===== config.mk =====
export PLATFORM = sky130hd
export DESIGN_NAME = pipe_hazard_ctrl
export DESIGN_NICKNAME = d
export VERILOG_FILES = /design/src/rtl/pipe_hazard_ctrl.sv
export SDC_FILE = /design/constraint.sdc
export NUM_CORES = 1
export LEC_CHECK = 0
export BUFFER_PORTS_ARGS = -buffer_cell sky130_fd_sc_hd__clkbuf_2
export CORE_MARGIN = 2
export CORE_UTILIZATION = 43
export CTS_CLUSTER_DIAMETER = 150
export DETAILED_ROUTE_END_ITERATION = 6
export PLACE_DENSITY = 0.87
export REMOVE_ABC_BUFFERS = 1
export SETUP_SLACK_MARGIN = 0.2
export SLEW_MARGIN = 40
export SYNTH_ARGS = -nofsm -noshare
export SYNTH_HDL_FRONTEND = slang
export SYNTH_SLANG_ARGS = --single-unit

===== constraint.sdc =====
create_clock -name clk -period 2 [get_ports clk]
set_clock_uncertainty 0.05 [all_clocks]
set_input_delay 0.4 -clock clk [delete_from_list [all_inputs] [get_ports clk]]
set_output_delay 0.4 -clock clk [all_outputs]
set_load 0.01 [all_outputs]

===== src/rtl/pipe_hazard_ctrl.sv =====
// pipe_hazard_ctrl: stall/flush/forward control and MDU sequencing
// for the 5-stage pipeline.
//
// Ports:
//   clk, rst             clock, sync active-high reset
//   id_rs/id_rt          ID source regs; id_use_rs/id_use_rt read flags
//   id_mdu_start/div/use ID MDU start, divide select, HI/LO use
//   id_branch_taken      branch resolved taken in ID
//   ex_wreg/m2reg/rd     EX writeback info
//   mem_wreg/m2reg/rd    MEM writeback info
//   dmem_req/dmem_ready  data-memory handshake (freeze source)
//   pc_we, if_id_we      front-end write enables
//   if_id_flush          nop into IF/ID
//   id_ex_bubble         nop control into ID/EX
//   pipe_we              ID/EX, EX/MEM, MEM/WB write enable
//   fwda, fwdb           EX operand selects
//   mdu_go/busy/done     MDU sequencing
module pipe_hazard_ctrl #(
  parameter int MUL_CYCLES = 4,
  parameter int DIV_CYCLES = 32
) (
  input  logic       clk,
  input  logic       rst,
  input  logic [4:0] id_rs,
  input  logic [4:0] id_rt,
  input  logic       id_use_rs,
  input  logic       id_use_rt,
  input  logic       id_mdu_start,
  input  logic       id_mdu_div,
  input  logic       id_mdu_use,
  input  logic       id_branch_taken,
  input  logic       ex_wreg,
  input  logic       ex_m2reg,
  input  logic [4:0] ex_rd,
  input  logic       mem_wreg,
  input  logic       mem_m2reg,
  input  logic [4:0] mem_rd,
  input  logic       dmem_req,
  input  logic       dmem_ready,
  output logic       pc_we,
  output logic       if_id_we,
  output logic       if_id_flush,
  output logic       id_ex_bubble,
  output logic       pipe_we,
  output logic [1:0] fwda,
  output logic [1:0] fwdb,
  output logic       mdu_go,
  output logic       mdu_busy,
  output logic       mdu_done
);

  localparam logic [5:0] MUL_LAST = 6'(MUL_CYCLES - 1);
  localparam logic [5:0] DIV_LAST = 6'(DIV_CYCLES - 1);

  typedef enum logic {IDLE, BUSY} state_t;

  state_t     state, state_nx;
  logic [5:0] cnt, cnt_nx;

  logic freeze, lu_stall, mdu_stall, stall, issue;
  logic hit_rs, hit_rt;

  assign freeze = dmem_req & ~dmem_ready;

  assign hit_rs = id_use_rs & (id_rs == ex_rd);
  assign hit_rt = id_use_rt & (id_rt == ex_rd);
  assign lu_stall = ex_wreg & ex_m2reg & (ex_rd != 5'd0)
                  & (hit_rs | hit_rt);

  assign mdu_busy  = (state == BUSY);
  assign mdu_stall = mdu_busy & id_mdu_use;
  assign stall     = lu_stall | mdu_stall;

  assign pc_we        = ~freeze & ~stall;
  assign if_id_we     = ~freeze & ~stall;
  assign id_ex_bubble = ~freeze & stall;
  assign pipe_we      = ~freeze;
  assign if_id_flush  = id_branch_taken & ~freeze & ~stall;

  assign issue  = ~freeze & ~stall & id_mdu_start;
  assign mdu_go = issue;

  // EX ALU result wins over MEM; an EX load never reaches here
  // because lu_stall holds the consumer back one cycle.
  always_comb begin
    fwda = 2'b00;
    if (id_use_rs && id_rs != 5'd0) begin
      if (ex_wreg && !ex_m2reg && ex_rd == id_rs)
        fwda = 2'b01;
      else if (mem_wreg && mem_rd == id_rs)
        fwda = mem_m2reg ? 2'b11 : 2'b10;
    end
  end

  always_comb begin
    fwdb = 2'b00;
    if (id_use_rt && id_rt != 5'd0) begin
      if (ex_wreg && !ex_m2reg && ex_rd == id_rt)
        fwdb = 2'b01;
      else if (mem_wreg && mem_rd == id_rt)
        fwdb = mem_m2reg ? 2'b11 : 2'b10;
    end
  end

  // The counter runs through freezes so the MDU finishes on
  // schedule regardless of memory wait states.
  always_comb begin
    state_nx = state;
    cnt_nx   = cnt;
    mdu_done = 1'b0;
    unique case (state)
      IDLE: begin
        if (issue) begin
          state_nx = BUSY;
          cnt_nx   = id_mdu_div ? DIV_LAST : MUL_LAST;
        end
      end
      BUSY: begin
        if (cnt != 6'd0) begin
          cnt_nx = cnt - 6'd1;
        end else begin
          mdu_done = 1'b1;
          state_nx = IDLE;
        end
      end
      default: state_nx = IDLE;
    endcase
  end

  always_ff @(posedge clk) begin
    if (rst) begin
      state <= IDLE;
      cnt   <= 6'd0;
    end else begin
      state <= state_nx;
      cnt   <= cnt_nx;
    end
  end

endmodule


==> results summary, run 1 <==
The number of distinct library cells after synthesis came out at 33. The number of pins with negative max-slew slack in the final report is 0. The first global-routing pass estimated 3740 um of wire. The worst-case hold slack came out at approximately 0.43 ns. The sequential cell area fraction in the yosys report is 0.173. The highest ir drop seen on vdd came out at approximately 750 uV. By area the synthesized netlist is led by xnor2_1 22%, dfxtp_1 17%, nand2_1 6.5%, nor2_1 5.1%, o21ai_0 3.7%. The quantity of hold-fixing buffers added after cts is 0.

The final reports fail on negative setup slack. Of all nets on the critical path, the largest fanout is 4. The insertion delay to the later sink of the worst-skew pair is 0.26 ns. The repair_antennas step left the layout with diodes totalling 0. The commonest cells after synthesis are 20 x xnor2_1, 14 x nand2_1, 11 x nor2_1, 7 x dfxtp_1, 6 x o21ai_0. The run finished, with violations left.

The number of antenna violations at the first check in global routing is 0. The global-route usage over all layers came out at 0.232. The clock-pin transition on the worst setup and hold timing paths is ~0.060 ns.

In this run the horizontal extent of the chip is 47.5 um. The worst setup path is captured at an output port. The path class of the tightest hold or removal check is flip-flop to flip-flop. The number of synthesized flops with an enable pin is 0.

The maximum root-to-sink buffer count came out at 2. The detailed-routing iteration count for the pre-antenna-repair pass is 4. Dividing total power by cell area gives a power density of 748 nW/um2. The analysis attributes to cell leakage a power of 0.624 nW.

The initialized floorplan defines 15 standard-cell rows. The smallest clock period supported by the final layout is computed as 2.05 ns. In the synthesized netlist the dominant register cell turns out to be dfxtp_1. The post-synthesis to final-layout area growth came out at 70.4%. The number of cells traversed by the worst register-to-register path came out at 5. The share of flip-flops with an asynchronous set or reset came out at 0.

The portion of the clock cycle consumed by the worst path in the final layout came out at 1.03. The worst setup slack after layout came out at -0.0548 ns. The core box area came out at 1750 um2. The gate count after technology mapping is 111. The fraction of layout instances using a drive strength above 1 is 0.520.

For the pin with the worst max-slew slack, the measured transition is 0.276 ns. The root buffer cell chosen for the clock tree is clkbuf_4. The total of fill cells in the finished design came out at between 100 and 150. The maximum number of pins on one net before global-route repair is 10. Setup repair after global routing could not meet its margin everywhere. The average size of a mapped cell came out at between 7 and 8 um2.

The clock net sink count came out at 7. Dividing the detail-routed wire length by the instance count gives around 15 um. The data required time of the critical path came out at 1.55 ns. The area fraction of the dominant cell type after synthesis came out at 0.216. For this configuration, the core starts out at a cell density of 0.465. The max capacitance violation total came out at 0. The average vias per placed instance came out at 5.49. Setup violations remaining at the end of the flow were counted as 5. For this block, the via count after detailed routing is 1087. The count of nets left with antenna violations after detail routing came out at 0. In this run, the number of DRC markers left after iteration 0 of detailed routing was 42. The depth of the worst hold-timing path is 1. Measured along the y axis, the die boundary spans approximately 47 um. After detailed routing, the number of remaining DRC violations is 0. The Yosys step of the flow raised 0 warnings. The die area came out at 2250 um2. The cell area after technology mapping came out at between 800 and 900 um2.

The count of endpoints failing hold in the final timing report came out at 0. The H-tree level count came out at 1. The upper clock frequency limit came out at 0.487 GHz. Wires add up to ~2900 um.

The startpoint type of the worst setup path is an input pin. TritonCTS built the clock tree. During I/O placement, the number of pins put on the boundary was 46. After routing, the total negative slack on setup checks comes to -0.162 ns. The total global routing overflow came out at 0. The normalized max-slew margin is 0.816. Summed over all instances, the cell type with the most area after synthesis is xnor2_1. In the final design database the tool counted around 210 nets.

Summed over all nets, the half-perimeter wirelength after detailed placement is roughly 2000 um. The worst setup path is of the input pin to output port kind. At the end of routability-driven placement, the weighted congestion stood at 0.819.

Buffers inserted during clock tree synthesis total 3. The worst endpoint data arrival time is 1.60 ns. The number of global-route vias before repair came to 958. Yosys instantiated no cell more often than xnor2_1. The flip-flop and latch count after synthesis came out at 7. Input and output buffers added on the ports amount to 45.
==> where the power goes <==
| group | internal, mW | switching (mW) |
|---|---|---|
| clock network | 0.0765 | 0.0573 |
| logic | 0.315 | 0.329 |
| registers | 0.198 | 0.0591 |
| total | 0.589 | 0.445 |
==> layer usage <==
metal / global-route usage / up-vias / share of wire
met3: 0.0264 / 12 / 0.075
met1: 0.233 / 487 / 0.39
met5: 0 / - / 0
li1: - / 520 / -
met2: 0.449 / 68 / 0.50
met4: 0.139 / 0 / 0.033
==> critical path, cell delays in order <==
cell and delay (ns):
buf_8 0.10, or4_4 0.54, o211ai_2 0.18, o21ai_2 0.10, and2_1 0.16, clkbuf_2 0.12
==> cells in the final DEF (no fill, tap or decap), types with 2 or more instances in the layout <==
cell type  synthesis  final
clkbuf_2           0     27
xnor2_1           20     17
buf_4              1     16
nand2_1           14     13
nor2_1            11     10
buf_2              1      8
dfxtp_1            7      6
buf_6              0      5
nand3_1            4      4
o22ai_1            4      4
or4_4              1      3
xnor2_2            0      3
and2_1             3      3
nor3_1             5      3
a21oi_1            3      3
clkbuf_4           0      3
buf_8              0      3
inv_2              0      2
o21ai_4            0      2
nor2b_1            4      2
nand4b_1           2      2
nand4_1            2      2
o21ai_1            0      2
nand2b_1           2      2
o21ai_2            1      2
inv_1              4      2
o31a_1             2      2
clkbuf_8           0      2
==> cell families (layout without fill, tap and decap cells) <==
kind of cell,Yosys count,after routing,synth area share
fa+ha+maj,1,1,0.0154
compound gates,23,23,0.219
buf+inv,7,69,0.0385
simple gates,53,53,0.339
xor+xnor,20,20,0.216
flops,7,7,0.173
==> path summary, 6_finish.rpt <==
check / endpoint / slack [ns] / startpoint
min reg2reg: cnt[0] / 0.43 / cnt[0]
max: id_ex_bubble / -0.05 / ex_rd[1]
max reg2reg: cnt[4] / 0.34 / cnt[4]
min: cnt[0] / 0.43 / cnt[0]
==> registers in the layout, summed over array words and instances (netlist names) <==
| signal | cells |
|---|---|
| cnt | 6 |
| mdu_busy | 1 |
==> repair_timing <==
item,CTS,global route
hold endpoints to repair,0,0
setup endpoints to repair,10,10
pin swaps,11,13
resized for setup,20,46
setup buffers,4,1
==> cell type report <==
class	count	area (um2)	area share
Multi-Input combinational cell	97	746	0.539
Timing Repair Buffer	61	424	0.307
Sequential cell	7	141	0.102
Tap cell	25	31.3	0.0226
Clock buffer	4	26.3	0.0190
Inverter	4	15.0	0.0108
==> metrics by stage <==
step	utilization	setup WS [ns]	cells	power [mW]	area (um2)
6_report	0.793	-0.0548	198	1.03	1380
5_1_grt	0.793	-0.122	198	1.10	1380
4_1_cts	0.725	-0.100	197	0.960	1270
3_5_place_dp	0.650	-0.207	189	0.753	1130
3_3_place_gp	0.650	-0.139	189	0.723	1130
2_1_floorplan	-	-0.0402	108	0.570	796
(Power assumes the default switching activity.)
==> run 2, diff against run 1 <==
REMOVE_ABC_BUFFERS = default   (was 1)
SETUP_SLACK_MARGIN = default   (was 0.2)
SLEW_MARGIN = 15   (was 40)
==> run 2 against run 1 <==
Effect of this change:
- the run still ends with negative setup slack left
- die area is the same
- clock power is essentially flat
- setup slack lost 0.046 ns
- hold slack lost 0.013 ns
- non-clock buffer count shrank 2
- first-iteration DRC count shrank 48%
- count of clock-buffer cells in the layout shrank 1
- core utilization shrank 5.7 points
- largest cell class unchanged
==> results summary, run 2 (synthesis gave the netlist of run 1 again) <==
The flip-flop count of the largest register after layout came out at 6. The first global-routing pass estimated around 3500 um of wire. The post-detailed-placement half-perimeter wirelength came out at 2040 um. The count of buffers from port buffering came out at 45. The die area is 2250 um2. The commonest non-fill, non-tap cell in the layout is clkbuf_2. The cell area after layout is 1280 um2.

The number of antenna diodes in the final layout is 0. The met2 capacity usage during global routing is 0.468. The number of global-route vias before repair is 961. The average routed wire per standard cell came out at between 10 and 15 um. The largest driver fanout on the critical path is 4. The total overflow left after global routing is 0. The width of the die came out at 47.5 um. When the netlist entered floorplanning its net count stood at ~150. The routability-driven placement congestion ratio is 0.807. The critical path goes through buf_8 > or4_4 > o211ai_4 > o21ai_4 > and2_1 > clkbuf_2. In the finished design, the share of the clock period the worst path needs comes to 1.05. The count of pins on the block boundary is 46. The worst endpoint data arrival time came out at 1.65 ns. The element type at the critical path end is an output port. The fraction of layout instances using a drive strength above 1 came out at 0.468. The master cell of the clock root buffer is clkbuf_4. After global routing, the most crowded layer is met2.

The worst min-delay path class is input pin to flip-flop. The pre-CTS setup slack is -0.112 ns. The ratio of total power to cell area came out at 721 nW/um2. The highest ir drop seen on vdd came out at 610 uV.

The final sum of negative setup slack came out at -0.457 ns. Overall power consumption after layout is estimated at approximately 930 uW. The filler-free cell count of the finished design came out at 196. The reported leakage power is approximately 0.58 nW. The global-route track usage on met1 came out at 0.185. Once placement completed, the tool counted placed cells totaling around 190. The quantity of hold-fixing buffers added after cts came out at 0. The number of antenna violations at the first check in global routing is 0. The H-tree level count came out at 1. The sum of buffers and inverters on the critical path came out at 2. On the critical path the largest part of the delay comes from simple AND/OR/NAND/NOR gates. The number of rows in the core area came out at 15. The run finished, with violations left. The initial utilization of the core area, before any placement, comes to 0.465. The number of pins with negative max-slew slack in the final report is 0. The insertion delay to the later sink of the worst-skew pair is between 0.2 and 0.3 ns. The height of the die is 47.5 um. The data required time of the critical path came out at roughly 1.6 ns. The worst-case hold slack is just over 0.4 ns. The final cell utilization of the core is 0.736. The measured slew at the worst slew-check pin is 0.264 ns. The clock buffer count from CTS came out at 3. The met3 usage in global routing came out at 0.0453. Setup repair after global routing could not meet its margin everywhere.

The clock-pin transition on the worst setup and hold timing paths is around 0.05 ns. The clock net sink count is 7. Summed over all layers, the routed wires come to 2730 um.

STA classifies the critical path startpoint as an input pin. The number of DRC violations after detailed-routing iteration 0 is 22. The maximum number of pins on one net before global-route repair is 10. Setup slack on the critical path of the routed design comes to -0.101 ns.

The count of endpoints failing hold in the final timing report was 0. The final reports fail on negative setup slack. Setup violations remaining at the end of the flow were counted as 7. The worst path in the final design needs a cycle of 2.10 ns, including I/O delays and setup. The via count came out at 1058. The detailed-routing iteration count for the pre-antenna-repair pass came out at 4. Static timing analysis puts the maximum clock frequency at 0.476 GHz. On the worst path, the slowest cell contributes a delay of ~0.56 ns. The maximum root-to-sink buffer count is 2.

For this design, the slowest cell found on the critical path is or4_4. The normalized max-slew margin is 0.823. The worst setup path is of the input pin to output port kind. Using the TritonRoute via totals, the vias-per-cell ratio works out to 5.40.

After detailed placement, the total cell area comes to 1130 um2. After floorplanning, the core was sized to cover 1750 um2. The layout net count came out at 207.

The max capacitance violation total is 0. The DRC violation count after routing is 0. The total of fill cells in the finished design is 144. The library cells used most frequently in the layout, excluding fill and tap cells, are 35 x clkbuf_2, 20 x xnor2_1, 14 x nand2_1, 14 x buf_4, 11 x nor2_1. The count of nets left with antenna violations after detail routing is 0.

The register with the most flip-flops in the final layout is cnt. In the global route stage, overall resource usage came out at 0.216. The post-synthesis to final-layout area growth is 58.2%. TritonCTS built the clock tree.
-- run 2: metal layers --
layer | wire [um] | vias up
li1 | - | 515
met1 | 938 | 482
met2 | 1500 | 54
met3 | 233 | 7
met4 | 54 | 0
met5 | 0 | -
-- run 2: repair_timing --
| item | 4_1_cts | 5_1_grt |
|---|---|---|
| pin swaps | 4 | 7 |
| setup buffers | 3 | 1 |
| endpoints found under the hold margin | 0 | 0 |
| setup endpoints to repair | 9 | 10 |
| resized for setup | 10 | 21 |
-- run 2: worst paths after layout --
kind	from	end	slack (ns)	cells past startpoint
max	ex_rd[1]	id_ex_bubble	-0.10	6
min	rst	cnt[0]	0.42	2
max reg2reg	cnt[4]	cnt[4]	0.36	5
min reg2reg	cnt[2]	cnt[2]	0.47	2
-- run 2: final cells by class --
cell class	count	area [um2]	share of cell area
tap	25	31.3	0.0243
clock buffer	3	22.5	0.0175
sequential	7	140	0.109
multi-input combinational	97	706	0.549
inverter	4	15.0	0.0117
clock inverter	1	5.00	0.00389
timing repair buffer	59	365	0.284
-- run 2: where the power goes --
part           internal, mW  switching (mW)
Sequential            0.196          0.0516
Combinational         0.255           0.291
Clock                0.0734          0.0595
